===== src/rtl/dp_rr_sched_if.sv =====
// ---------------------------------------------------------------------------
// dp_rr_sched_if
// Bundles the requester-side handshake, the shared datapath unit port and the
// response bus of the round-robin scheduler.
//
// Signals:
//   req_vld  [N]    per-requester request valid
//   req_data [N*W]  per-requester payload, slice i = [i*W +: W]
//   req_rdy  [N]    one-hot grant back to the requesters
//   dp_enin         enable into the shared unit
//   dp_din   [W]    data into the shared unit
//   dp_enout        shared unit response valid
//   dp_dout  [W]    shared unit response data
//   rsp_vld  [N]    one-hot response valid to the issuing requester
//   rsp_data [W]    shared response data bus
//
// Modports:
//   slave  - the scheduler itself
//   master - the environment (requesters plus the shared unit)
// ---------------------------------------------------------------------------
interface dp_rr_sched_if #(
    parameter int N = 4,
    parameter int W = 32
);
    logic [N-1:0]   req_vld;
    logic [N*W-1:0] req_data;
    logic [N-1:0]   req_rdy;
    logic           dp_enin;
    logic [W-1:0]   dp_din;
    logic           dp_enout;
    logic [W-1:0]   dp_dout;
    logic [N-1:0]   rsp_vld;
    logic [W-1:0]   rsp_data;

    modport slave (
        input  req_vld, req_data, dp_enout, dp_dout,
        output req_rdy, dp_enin, dp_din, rsp_vld, rsp_data
    );

    modport master (
        output req_vld, req_data, dp_enout, dp_dout,
        input  req_rdy, dp_enin, dp_din, rsp_vld, rsp_data
    );
endinterface


===== src/rtl/dp_rr_sched.sv =====
// ---------------------------------------------------------------------------
// dp_rr_sched
// Round-robin scheduler that shares one enable/data datapath unit among N
// requesters. One request is granted per cycle and forwarded (registered) to
// the unit; the index of each granted requester is kept in an in-order tag
// FIFO so that every unit response can be routed back to its issuer.
//
// Parameters:
//   N        number of requesters (2..8)
//   W        data width of requests, unit data and responses
//   MAX_OUT  max in-flight transfers (tag FIFO depth, power of 2, >= 2)
//
// Ports:
//   ck          clock, all state on posedge
//   rst_n       asynchronous active-low reset
//   flush       level; stop granting and drain outstanding transfers
//   busy        FSM not IDLE or transfers still in flight
//   err_orphan  sticky; a unit response arrived with no transfer in flight
//   bus         dp_rr_sched_if.slave (request / unit / response signals)
//   stats_clr   (STATS build only) pulse clearing the grant counters
//   grant_cnt   (STATS build only) N x 16-bit saturating grant counters
//
// Optional feature: define DP_RR_SCHED_STATS_EN to add the per-requester
// grant counters and their clear input.
// ---------------------------------------------------------------------------
module dp_rr_sched #(
    parameter int N       = 4,
    parameter int W       = 32,
    parameter int MAX_OUT = 4
) (
    input  logic            ck,
    input  logic            rst_n,
    input  logic            flush,
`ifdef DP_RR_SCHED_STATS_EN
    input  logic            stats_clr,
    output logic [N*16-1:0] grant_cnt,
`endif
    output logic            busy,
    output logic            err_orphan,
    dp_rr_sched_if.slave    bus
);

    localparam int IW = $clog2(N);
    localparam int PW = $clog2(MAX_OUT);
    localparam int CW = PW + 1;

    typedef enum logic [1:0] {
        IDLE  = 2'd0,
        ARB   = 2'd1,
        DRAIN = 2'd2
    } state_t;

    state_t         state_q, state_d;
    logic [IW-1:0]  ptr_q, ptr_d;
    logic [CW-1:0]  count_q, count_d;
    logic [PW-1:0]  wr_ptr_q, rd_ptr_q;
    logic [IW-1:0]  tag_q [MAX_OUT];

    logic           dp_enin_q;
    logic [W-1:0]   dp_din_q;
    logic [N-1:0]   rsp_vld_q;
    logic [W-1:0]   rsp_data_q;
    logic           err_orphan_q;

    logic           any_req;
    logic           grant_ok;
    logic           grant_any;
    logic [IW-1:0]  grant_idx;
    logic [N-1:0]   grant_vec;
    logic [W-1:0]   grant_data;
    logic [IW:0]    cand;
    logic           push, pop, orphan;

    assign any_req = |bus.req_vld;

    // Granting is allowed in ARB, and in IDLE on the cycle the FSM leaves for
    // ARB (which is exactly "some request and no flush", both also required
    // below). The registered count gates grants, so a full FIFO never grants
    // even if a response frees a slot in the same cycle. Holding off while
    // rst_n is low keeps req_rdy at 0 during reset.
    always_comb begin
        grant_ok = rst_n && !flush && (count_q != CW'(MAX_OUT)) &&
                   ((state_q == ARB) || (state_q == IDLE));
    end

    // Round-robin search: first valid request starting at ptr_q, wrapping
    // modulo N. cand never exceeds 2N-2, so one conditional subtract is enough.
    always_comb begin
        grant_any = 1'b0;
        grant_idx = '0;
        cand      = '0;
        for (int k = 0; k < N; k++) begin
            cand = {1'b0, ptr_q} + (IW+1)'(k);
            if (cand >= (IW+1)'(N)) begin
                cand = cand - (IW+1)'(N);
            end
            if (!grant_any && grant_ok && bus.req_vld[cand[IW-1:0]]) begin
                grant_any = 1'b1;
                grant_idx = cand[IW-1:0];
            end
        end
    end

    // One-hot grant vector and the payload of the granted requester.
    always_comb begin
        grant_vec  = '0;
        grant_data = '0;
        if (grant_any) begin
            grant_vec = N'(1) << grant_idx;
        end
        for (int i = 0; i < N; i++) begin
            if (grant_idx == IW'(i)) begin
                grant_data = bus.req_data[i*W +: W];
            end
        end
    end

    assign bus.req_rdy = grant_vec;

    // A response pops the FIFO head only if something is in flight; a
    // response with nothing outstanding is dropped and flagged as orphan.
    assign push   = grant_any;
    assign pop    = bus.dp_enout && (count_q != '0);
    assign orphan = bus.dp_enout && (count_q == '0);

    // Next-state logic for the FSM; flush wins over new requests.
    always_comb begin
        state_d = state_q;
        case (state_q)
            IDLE: begin
                if (flush) begin
                    state_d = DRAIN;
                end else if (any_req) begin
                    state_d = ARB;
                end
            end
            ARB: begin
                if (flush) begin
                    state_d = DRAIN;
                end else if (!any_req && (count_q == '0)) begin
                    state_d = IDLE;
                end
            end
            DRAIN: begin
                if (!flush && (count_q == '0)) begin
                    state_d = IDLE;
                end
            end
            default: state_d = IDLE;
        endcase
    end

    // Pointer moves just past the granted requester; count tracks pushes and
    // pops, staying unchanged when both happen in one cycle.
    always_comb begin
        ptr_d   = ptr_q;
        count_d = count_q;
        if (grant_any) begin
            ptr_d = (grant_idx == IW'(N-1)) ? '0 : grant_idx + IW'(1);
        end
        if (push && !pop) begin
            count_d = count_q + CW'(1);
        end else if (!push && pop) begin
            count_d = count_q - CW'(1);
        end
    end

    // Control state: FSM, round-robin pointer, in-flight count, FIFO pointers.
    always_ff @(posedge ck or negedge rst_n) begin
        if (!rst_n) begin
            state_q  <= IDLE;
            ptr_q    <= '0;
            count_q  <= '0;
            wr_ptr_q <= '0;
            rd_ptr_q <= '0;
        end else begin
            state_q <= state_d;
            ptr_q   <= ptr_d;
            count_q <= count_d;
            if (push) begin
                wr_ptr_q <= wr_ptr_q + PW'(1);
            end
            if (pop) begin
                rd_ptr_q <= rd_ptr_q + PW'(1);
            end
        end
    end

    // Tag storage; pointers wrap naturally because MAX_OUT is a power of 2.
    always_ff @(posedge ck or negedge rst_n) begin
        if (!rst_n) begin
            for (int i = 0; i < MAX_OUT; i++) begin
                tag_q[i] <= '0;
            end
        end else if (push) begin
            tag_q[wr_ptr_q] <= grant_idx;
        end
    end

    // Registered unit input and response outputs. dp_din and rsp_data keep
    // their last value on idle cycles; the orphan flag is sticky until reset.
    always_ff @(posedge ck or negedge rst_n) begin
        if (!rst_n) begin
            dp_enin_q    <= 1'b0;
            dp_din_q     <= '0;
            rsp_vld_q    <= '0;
            rsp_data_q   <= '0;
            err_orphan_q <= 1'b0;
        end else begin
            dp_enin_q <= grant_any;
            if (grant_any) begin
                dp_din_q <= grant_data;
            end
            if (pop) begin
                rsp_vld_q  <= N'(1) << tag_q[rd_ptr_q];
                rsp_data_q <= bus.dp_dout;
            end else begin
                rsp_vld_q  <= '0;
            end
            if (orphan) begin
                err_orphan_q <= 1'b1;
            end
        end
    end

    assign bus.dp_enin  = dp_enin_q;
    assign bus.dp_din   = dp_din_q;
    assign bus.rsp_vld  = rsp_vld_q;
    assign bus.rsp_data = rsp_data_q;
    assign err_orphan   = err_orphan_q;
    assign busy         = (state_q != IDLE) || (count_q != '0);

`ifdef DP_RR_SCHED_STATS_EN
    logic [15:0] grant_cnt_q [N];

    // Per-requester saturating grant counters. A clear that coincides with a
    // grant loads 1 so that grant is not lost.
    always_ff @(posedge ck or negedge rst_n) begin
        if (!rst_n) begin
            for (int i = 0; i < N; i++) begin
                grant_cnt_q[i] <= '0;
            end
        end else begin
            for (int i = 0; i < N; i++) begin
                if (stats_clr) begin
                    grant_cnt_q[i] <= grant_vec[i] ? 16'd1 : 16'd0;
                end else if (grant_vec[i] && (grant_cnt_q[i] != 16'hFFFF)) begin
                    grant_cnt_q[i] <= grant_cnt_q[i] + 16'd1;
                end
            end
        end
    end

    // Flatten the counters onto the output bus.
    always_comb begin
        grant_cnt = '0;
        for (int i = 0; i < N; i++) begin
            grant_cnt[i*16 +: 16] = grant_cnt_q[i];
        end
    end
`endif

endmodule

===== src/flat_wrapper.sv =====
// flat-port wrapper written by rule: the top's interface ports become plain ports
module dp_rr_sched_flat 
#(
    parameter int N       = 4,
    parameter int W       = 32,
    parameter int MAX_OUT = 4
)
  (ck, rst_n, flush, busy, err_orphan, bus_req_vld, bus_req_data, bus_dp_enout, bus_dp_dout, bus_req_rdy, bus_dp_enin, bus_dp_din, bus_rsp_vld, bus_rsp_data);
  dp_rr_sched_if #(.N(N), .W(W)) bus_i ();
  input  logic ck;
  input  logic rst_n;
  input  logic flush;
  output logic busy;
  output logic err_orphan;
  input wire logic [$bits(bus_i.req_vld)-1:0] bus_req_vld;
  input wire logic [$bits(bus_i.req_data)-1:0] bus_req_data;
  input wire logic [$bits(bus_i.dp_enout)-1:0] bus_dp_enout;
  input wire logic [$bits(bus_i.dp_dout)-1:0] bus_dp_dout;
  output wire logic [$bits(bus_i.req_rdy)-1:0] bus_req_rdy;
  output wire logic [$bits(bus_i.dp_enin)-1:0] bus_dp_enin;
  output wire logic [$bits(bus_i.dp_din)-1:0] bus_dp_din;
  output wire logic [$bits(bus_i.rsp_vld)-1:0] bus_rsp_vld;
  output wire logic [$bits(bus_i.rsp_data)-1:0] bus_rsp_data;
  assign bus_i.req_vld = bus_req_vld;
  assign bus_i.req_data = bus_req_data;
  assign bus_i.dp_enout = bus_dp_enout;
  assign bus_i.dp_dout = bus_dp_dout;
  assign bus_req_rdy = bus_i.req_rdy;
  assign bus_dp_enin = bus_i.dp_enin;
  assign bus_dp_din = bus_i.dp_din;
  assign bus_rsp_vld = bus_i.rsp_vld;
  assign bus_rsp_data = bus_i.rsp_data;
  dp_rr_sched #(.N(N), .W(W), .MAX_OUT(MAX_OUT)) u_core (.ck(ck), .rst_n(rst_n), .flush(flush), .busy(busy), .err_orphan(err_orphan), .bus(bus_i));
endmodule

===== config.mk =====
export PLATFORM = sky130hd
export DESIGN_NAME = dp_rr_sched_flat
export DESIGN_NICKNAME = d
export VERILOG_FILES = /design/src/rtl/dp_rr_sched_if.sv /design/src/rtl/dp_rr_sched.sv /design/src/flat_wrapper.sv
export SDC_FILE = /design/constraint.sdc
export NUM_CORES = 1
export LEC_CHECK = 0
export BUFFER_PORTS_ARGS = -buffer_cell sky130_fd_sc_hd__clkbuf_2
export CORE_MARGIN = 3
export CORE_UTILIZATION = 45
export CTS_BUF_LIST = sky130_fd_sc_hd__clkbuf_4 sky130_fd_sc_hd__clkbuf_8
export CTS_CLUSTER_DIAMETER = 40
export CTS_CLUSTER_SIZE = 10
export DETAILED_ROUTE_END_ITERATION = 6
export GPL_TIMING_DRIVEN = 0
export PLACE_DENSITY_LB_ADDON = 0.08
export SLEW_MARGIN = 20
export SYNTH_ARGS = -nofsm -noshare
export SYNTH_HDL_FRONTEND = slang
export SYNTH_SLANG_ARGS = --single-unit

===== constraint.sdc =====
create_clock -name ck -period 3 [get_ports ck]
set_input_delay 0.75 -clock ck [delete_from_list [all_inputs] [get_ports ck]]
set_output_delay 0.75 -clock ck [all_outputs]
set_load 0.02 [all_outputs]

==> summary.md, run 1 <==
| Metric | Value |
|---|---|
| CTS H-tree depth | `3` |
| WL final | `14000 um` |
| Setup violators final | `0` |
| Worst Path Required | `2.25 ns` |
| Commonest non-fill, non-tap cell in the layout | `clkbuf_2` |
| Max-slew headroom | `67.9%` |
| Max clock buf depth | `2` |
| Number of hold-slack violations in the final timing report | `0` |
| Crit Path Category | `in2out` |
| Synthesized cell area | `4390 um2` |
| Crit share post-route | `a little over nine tenths` |
| Num Clock Sinks | `89` |
| Final instance area | `~6200 um2` |
| Skew-Pair Late Insertion Delay | `around 0.35 ns` |
| DRC Markers | `0` |
| Slowest CP cell | `nor2b_2` |
| Area grow syn2layout | `41.5%` |
| Syn nets | `about 580` |
| Die width | `roughly 100 um` |
| Initial antenna violation count | `0` |
| CTS root buf | `clkbuf_8` |
| Overall Global Routing Usage | `~25%` |
| Crit path DAT | `around 2.2 ns` |
| Most frequent cells in the layout | `clkbuf_2, dfrtp_1, nand2_1, mux2_2, nand3_1` |
| Mapped Cells | `around 400` |
| Fraction of layout cells with a size suffix above 1 | `roughly half` |
| Clock Pin Slew Worst Setup and Hold Paths | `about 0.09 ns` |
| Crit-path cells | `clkbuf_2, nor2b_2, nor2_2, a2bb2oi_2, buf_4, nand2_2, ha_4, inv_4, buf_6, nor2_4, clkbuf_2` |
| Io pins | `243` |
| Endpoint class of the critical path | `primary output` |
| First-pass GRT wire length | `21900 um` |
| Power per cell area | `roughly 780 nW/um2` |
| # Max-Cap Violations | `0` |
| Vias per inst | `around 5.4` |
| Crit path time final | `just under 3 ns` |
| Max IR drop VDD | `between 500 and 600 uV` |
| GRT overflow | `0` |
| Worst hold path class | `in2async` |
| Final Net Count | `roughly 840` |
| Std-Cell Core Area | `between 9000 and 10000 um2` |
| Avg Inst Size Synth | `11.0 um2` |
| Starting Density | `between 40 and 50%` |
| Largest net degree at the start of global routing | `46` |
| CP max stage delay | `between 0.2 and 0.25 ns` |
| N_diodes | `0` |
| Buf/Inv on CP | `5` |
| DRT Pass-1 Iters | `4` |
| Row count | `35` |
| Crit-path leading delay family | `buffers and inverters` |
| Layout Skew | `~0.013 ns` |
| CP Max Fanout | `10` |
| Dpl cell area | `a little under 6000 um2` |
| Post-synth cell types | `39` |
| CTS tree | `done` |
| Synth Warn # | `0` |
| GP Congestion | `0.873` |
| Status | `finished clean` |
| Max Clk Rate | `approximately 340 MHz` |
| DR WL/cell | `about 18 um` |
| Cell mode on critical path | `clkbuf_2` |
| Static Leak | `3.27 nW` |
| Antenna-violating nets left | `0` |
| Die Area | `approximately 11000 um2` |
| FF+latch count, synth | `between 80 and 90` |
| Final Max Slew Viols | `0` |
| Port Buffers | `between 200 and 250` |
| Hpwl dp | `around 11000 um` |
| Inserted Clock Buffers | `9` |
| Die height | `approximately 100 um` |
| DR iter-0 viols | `~220` |
| Via count | `approximately 4300` |
| Worst Tran Pin Value | `0.480 ns` |
| RSZ-0062 raised after global routing | `true` |
| Startpoint class of the critical path | `primary input` |
| Post-synthesis sequential area ratio | `50.7%` |
| Layout Utilization | `between 60% and 70%` |
| Vias in the first global route | `roughly 4400` |
per-stage QoR:
stage | setup TNS [ns] | power [W] | setup slack [ns] | hold WS, ns | std cells
floorplan | 0 | 0.00323 | 0.0201 | 0.438 | 399
global placement | -78.65 | 0.00395 | -2.19 | 0.448 | 770
detailed placement | -31.97 | 0.00402 | -1.14 | 0.460 | 770
CTS | 0 | 0.00484 | 0.0169 | 0.210 | 794
global route | -0.0434 | 0.00513 | -0.0266 | 0.197 | 797
finish | 0 | 0.00483 | 0.0578 | 0.220 | 797
cell families (layout without fill, tap and decap cells):
family                     Yosys count  count (layout)  share of synthesized area (%)
AOI/OAI and AO/OA                  112             112                           18.9
xor gates and xnor gates             6               6                           1.20
adders and majority gates           10              10                           3.02
buffers and inverters               44             313                           4.62
DFF                                 89              89                           50.7
muxes                               39              39                           10.5
and+or+nand+nor                     99              99                           11.0
final timing paths:
check	start	to	slack, ns	cells past startpoint
worst max-delay path	bus_req_vld[0]	bus_req_rdy[1]	0.06	11
worst min-delay path	rst_n	u_core.bus.rsp_vld[3]	0.22	1
worst max register to register	u_core.state_q[1]	u_core.bus.dp_din[9]	0.30	9
worst min register to register	u_core.state_q[0]	u_core.state_q[1]	0.47	1
max in group asynchronous	rst_n	u_core.bus.dp_din[29]	2.40	1
min in group ck	u_core.state_q[0]	u_core.state_q[1]	0.47	1
Yosys cell counts:
cell,instances,area (um2)
a21o_1,32,240
a21oi_1,5,25.0
a221oi_1,1,8.76
a22o_1,4,35.0
a2bb2oi_1,1,8.76
a311oi_1,32,280
and2_1,4,25.0
buf_1,3,11.3
buf_2,3,15.0
buf_4,7,52.6
buf_6,1,11.3
clkbuf_1,18,67.6
dfrtp_1,89,2230
fa_1,1,20.0
ha_1,9,113
inv_1,11,41.3
inv_2,1,3.75
mux2_1,2,22.5
mux2_2,35,394
mux4_2,2,45.0
nand2_1,37,139
nand2_2,2,12.5
nand2_4,1,11.3
nand2b_1,1,6.26
nand3_1,34,170
nand3_2,1,10.0
nor2_1,7,26.3
nor2b_1,2,12.5
nor3_1,4,20.0
nor3b_1,1,7.51
o21ai_0,4,20.0
o21bai_1,1,7.51
o221a_2,1,11.3
o22ai_1,31,194
or3_1,2,12.5
or3b_2,2,17.5
or4_4,1,11.3
xnor2_1,4,35.0
xor2_1,2,17.5
final cells by class:
class,instances,area [um2]
Buffer,30,193
Inverter,12,47.5
Fill cell,820,3160
Timing Repair Buffer,255,1350
Clock inverter,6,42.5
Multi-Input combinational cell,266,2050
Sequential cell,89,2230
Clock buffer,10,131
Tap cell,129,161
where the power goes:
part / internal (W) / switching [W]
sequential: 0.00168 / 0.000289
clock: 0.000312 / 0.000426
combinational: 0.000925 / 0.00120
registers in the layout, summed over array words and instances, names as in the netlist:
name and cells:
u_core.bus.rsp_data 32, u_core.bus.dp_din 32, u_core.state_q 2, u_core.wr_ptr_q 2
u_core.count_q 3, u_core.ptr_q 2, u_core.bus.rsp_vld 4, u_core.err_orphan 1
u_core.rd_ptr_q 2, u_core.tag_q 8, u_core.bus.dp_enin 1
routing by layer:
metal	GRT usage (%)	up-vias	routed length [um]
met5	0	-	0
met4	5.62	0	203
met3	6.11	17	995
met2	42.8	203	7030
met1	31.9	2048	5780
li1	-	2009	-
repair_timing:
action                                  in CTS  in global routing
gates resized for setup                     26                  9
endpoints found under the setup margin      36                  4
pin swaps                                    0                  1
setup buffers                                7                  3
cloned                                       3                  0
hold buffers                                 0                  0
(Power assumes the default switching activity.)
==> run 2, diff against run 1 <==
- PLACE_DENSITY: default -> 0.81
- PLACE_DENSITY_LB_ADDON: 0.08 -> default
==> summary.md, run 2 (same netlist as run 1, synthesis figures left out) <==
| Metric | Value |
|---|---|
| Startpoint class of the critical path | `primary input` |
| Final Net Count | `839` |
| Status | `finished clean` |
| Vias in the first global route | `between 4000 and 5000` |
| Antenna-violating nets left | `0` |
| Port Buffers | `242` |
| Clock Pin Slew Worst Setup and Hold Paths | `around 0.090 ns` |
| Final Non-Filler Cells | `795` |
| Max IR drop VDD | `between 300 and 400 uV` |
| Die width | `about 100 um` |
| WL final | `between 10000 and 15000 um` |
| Endpoint class of the critical path | `primary output` |
| Die Area | `11000 um2` |
| Largest net degree at the start of global routing | `46` |
| Hpwl dp | `approximately 11000 um` |
| Worst Path Required | `about 2.3 ns` |
| CTS root buf | `clkbuf_8` |
| Starting Density | `a little under half` |
| Inserted Clock Buffers | `9` |
| Worst reg-to-reg path cell count | `11` |
| Max Clk Rate | `between 300 and 400 MHz` |
| Combinational Power Share | `a little over two fifths` |
| Via count | `4403` |
| DR WL/cell | `18.1 um` |
| Layout Skew | `about 0.008 ns` |
| Static Leak | `3.28 nW` |
| Io pins | `around 240` |
| Worst hold slack | `approximately 0.21 ns` |
| GP Congestion | `roughly 0.89` |
| Most frequent cells in the layout | `clkbuf_2, dfrtp_1, nand2_1, mux2_2, nand3_1` |
| Final instance area | `6220 um2` |
| First-pass GRT wire length | `22400 um` |
| Initial antenna violation count | `0` |
| CP Max Fanout | `12` |
| Die height | `approximately 100 um` |
| Crit path time final | `2.93 ns` |
| Vias per inst | `between 5 and 6` |
| P_int | `between 0.003 and 0.004 W` |
| DRT Pass-1 Iters | `5` |
| Crit share post-route | `97.8%` |
| Crit Path Category | `in2out` |
| DR iter-0 viols | `approximately 210` |
| Area grow syn2layout | `41.8%` |
| Num Clock Sinks | `89` |
| Fraction of layout cells with a size suffix above 1 | `around 50%` |
| Dpl cell area | `between 5000 and 6000 um2` |
| Crit-path cells | `clkbuf_16, nor3b_4, and2_4, o221a_4, inv_2, ha_4, clkbuf_8, and2_4, clkbuf_8` |
| Worst hold path class | `in2async` |
| Row count | `35` |
| Worst Tran Pin Value | `roughly 0.55 ns` |
| CTS tree | `done` |
| Final Max Slew Viols | `0` |
| GRT overflow | `0` |
| Number of hold-slack violations in the final timing report | `0` |
| Commonest non-fill, non-tap cell in the layout | `clkbuf_2` |
| Skew-Pair Late Insertion Delay | `between 0.3 and 0.4 ns` |
| Clock Power Share | `17.5%` |
| DRC Markers | `0` |
| Crit path DAT | `roughly 2.2 ns` |
| # Max-Cap Violations | `0` |
| Max clock buf depth | `2` |
| Max-slew headroom | `63.4%` |
| Slowest CP cell | `o221a_4` |
| N_diodes | `0` |
| Seq pwr share | `a little under 40%` |
| Std-Cell Core Area | `roughly 9400 um2` |
| Switching power share of the total | `39.1%` |
| Power per cell area | `795 nW/um2` |
| CTS H-tree depth | `3` |
| Setup violators final | `0` |
| Layout Utilization | `approximately 66%` |
| Overall Global Routing Usage | `roughly 25%` |
| Placed insts | `770` |
| Switching Power | `slightly below 0.002 W` |
| CP max stage delay | `roughly 0.22 ns` |
==> run 2: path summary, 6_finish.rpt <==
path,slack [ns],start,to
min,0.21,rst_n,u_core.tag_q[0]
max in group asynchronous,2.41,rst_n,u_core.bus.dp_din[10]
max reg2reg,0.20,u_core.count_q[0],u_core.bus.dp_din[10]
max,0.07,rst_n,bus_req_rdy[0]
min reg2reg,0.47,u_core.state_q[0],u_core.state_q[1]
min in group ck,0.47,u_core.state_q[0],u_core.state_q[1]
==> run 2: layer usage <==
metal	track usage, %	share of wire, %	up-vias
met5	0	0	-
met2	46.0	53	228
met4	8.72	2.2	0
met1	29.5	37	2131
met3	5.93	7.5	31
li1	-	-	2013
==> run 2: final cells by class <==
class	instances	area [um2]
Buffer	29	175
Multi-Input combinational cell	266	2050
Clock inverter	6	72.6
Timing Repair Buffer	254	1350
Fill cell	784	3150
Sequential cell	89	2230
Clock buffer	10	138
Inverter	12	47.5
Tap cell	129	161
==> run 2: power by group through the flow <==
stage / Combinational (W) / Sequential [W] / Clock, W
2_1_floorplan: 0.000832 / 0.00240 / 0
3_3_place_gp: 0.00198 / 0.00195 / 0
3_5_place_dp: 0.00204 / 0.00198 / 0
4_1_cts: 0.00213 / 0.00194 / 0.000889
5_1_grt: 0.00228 / 0.00201 / 0.000938
6_report: 0.00212 / 0.00196 / 0.000865
==> run 2: metrics by stage <==
stage	total power (W)	setup TNS [ns]	worst slack [ns]
floorplan	0.00323	0	0.0201
global placement	0.00393	-77.44	-2.14
detailed placement	0.00402	-31.39	-1.13
CTS	0.00496	0	0.00245
global route	0.00523	-0.000316	-0.000316
finish	0.00495	0	0.0651
==> run 2: repair_timing <==
item	4_1_cts	5_1_grt
pin swaps	2	5
setup endpoints to repair	37	8
gates cloned	3	0
endpoints found under the hold margin	0	0
buffers inserted	6	3
hold buffers	0	0
resized for setup	28	9
==> run 2: worst max-delay path: cells and delay by family <==
kind	cells	cell delay [ns]
and+or+nand+nor	3	0.55
buffers and inverters	4	0.50
AOI/OAI and AO/OA	1	0.22
adders and majority gates	1	0.15
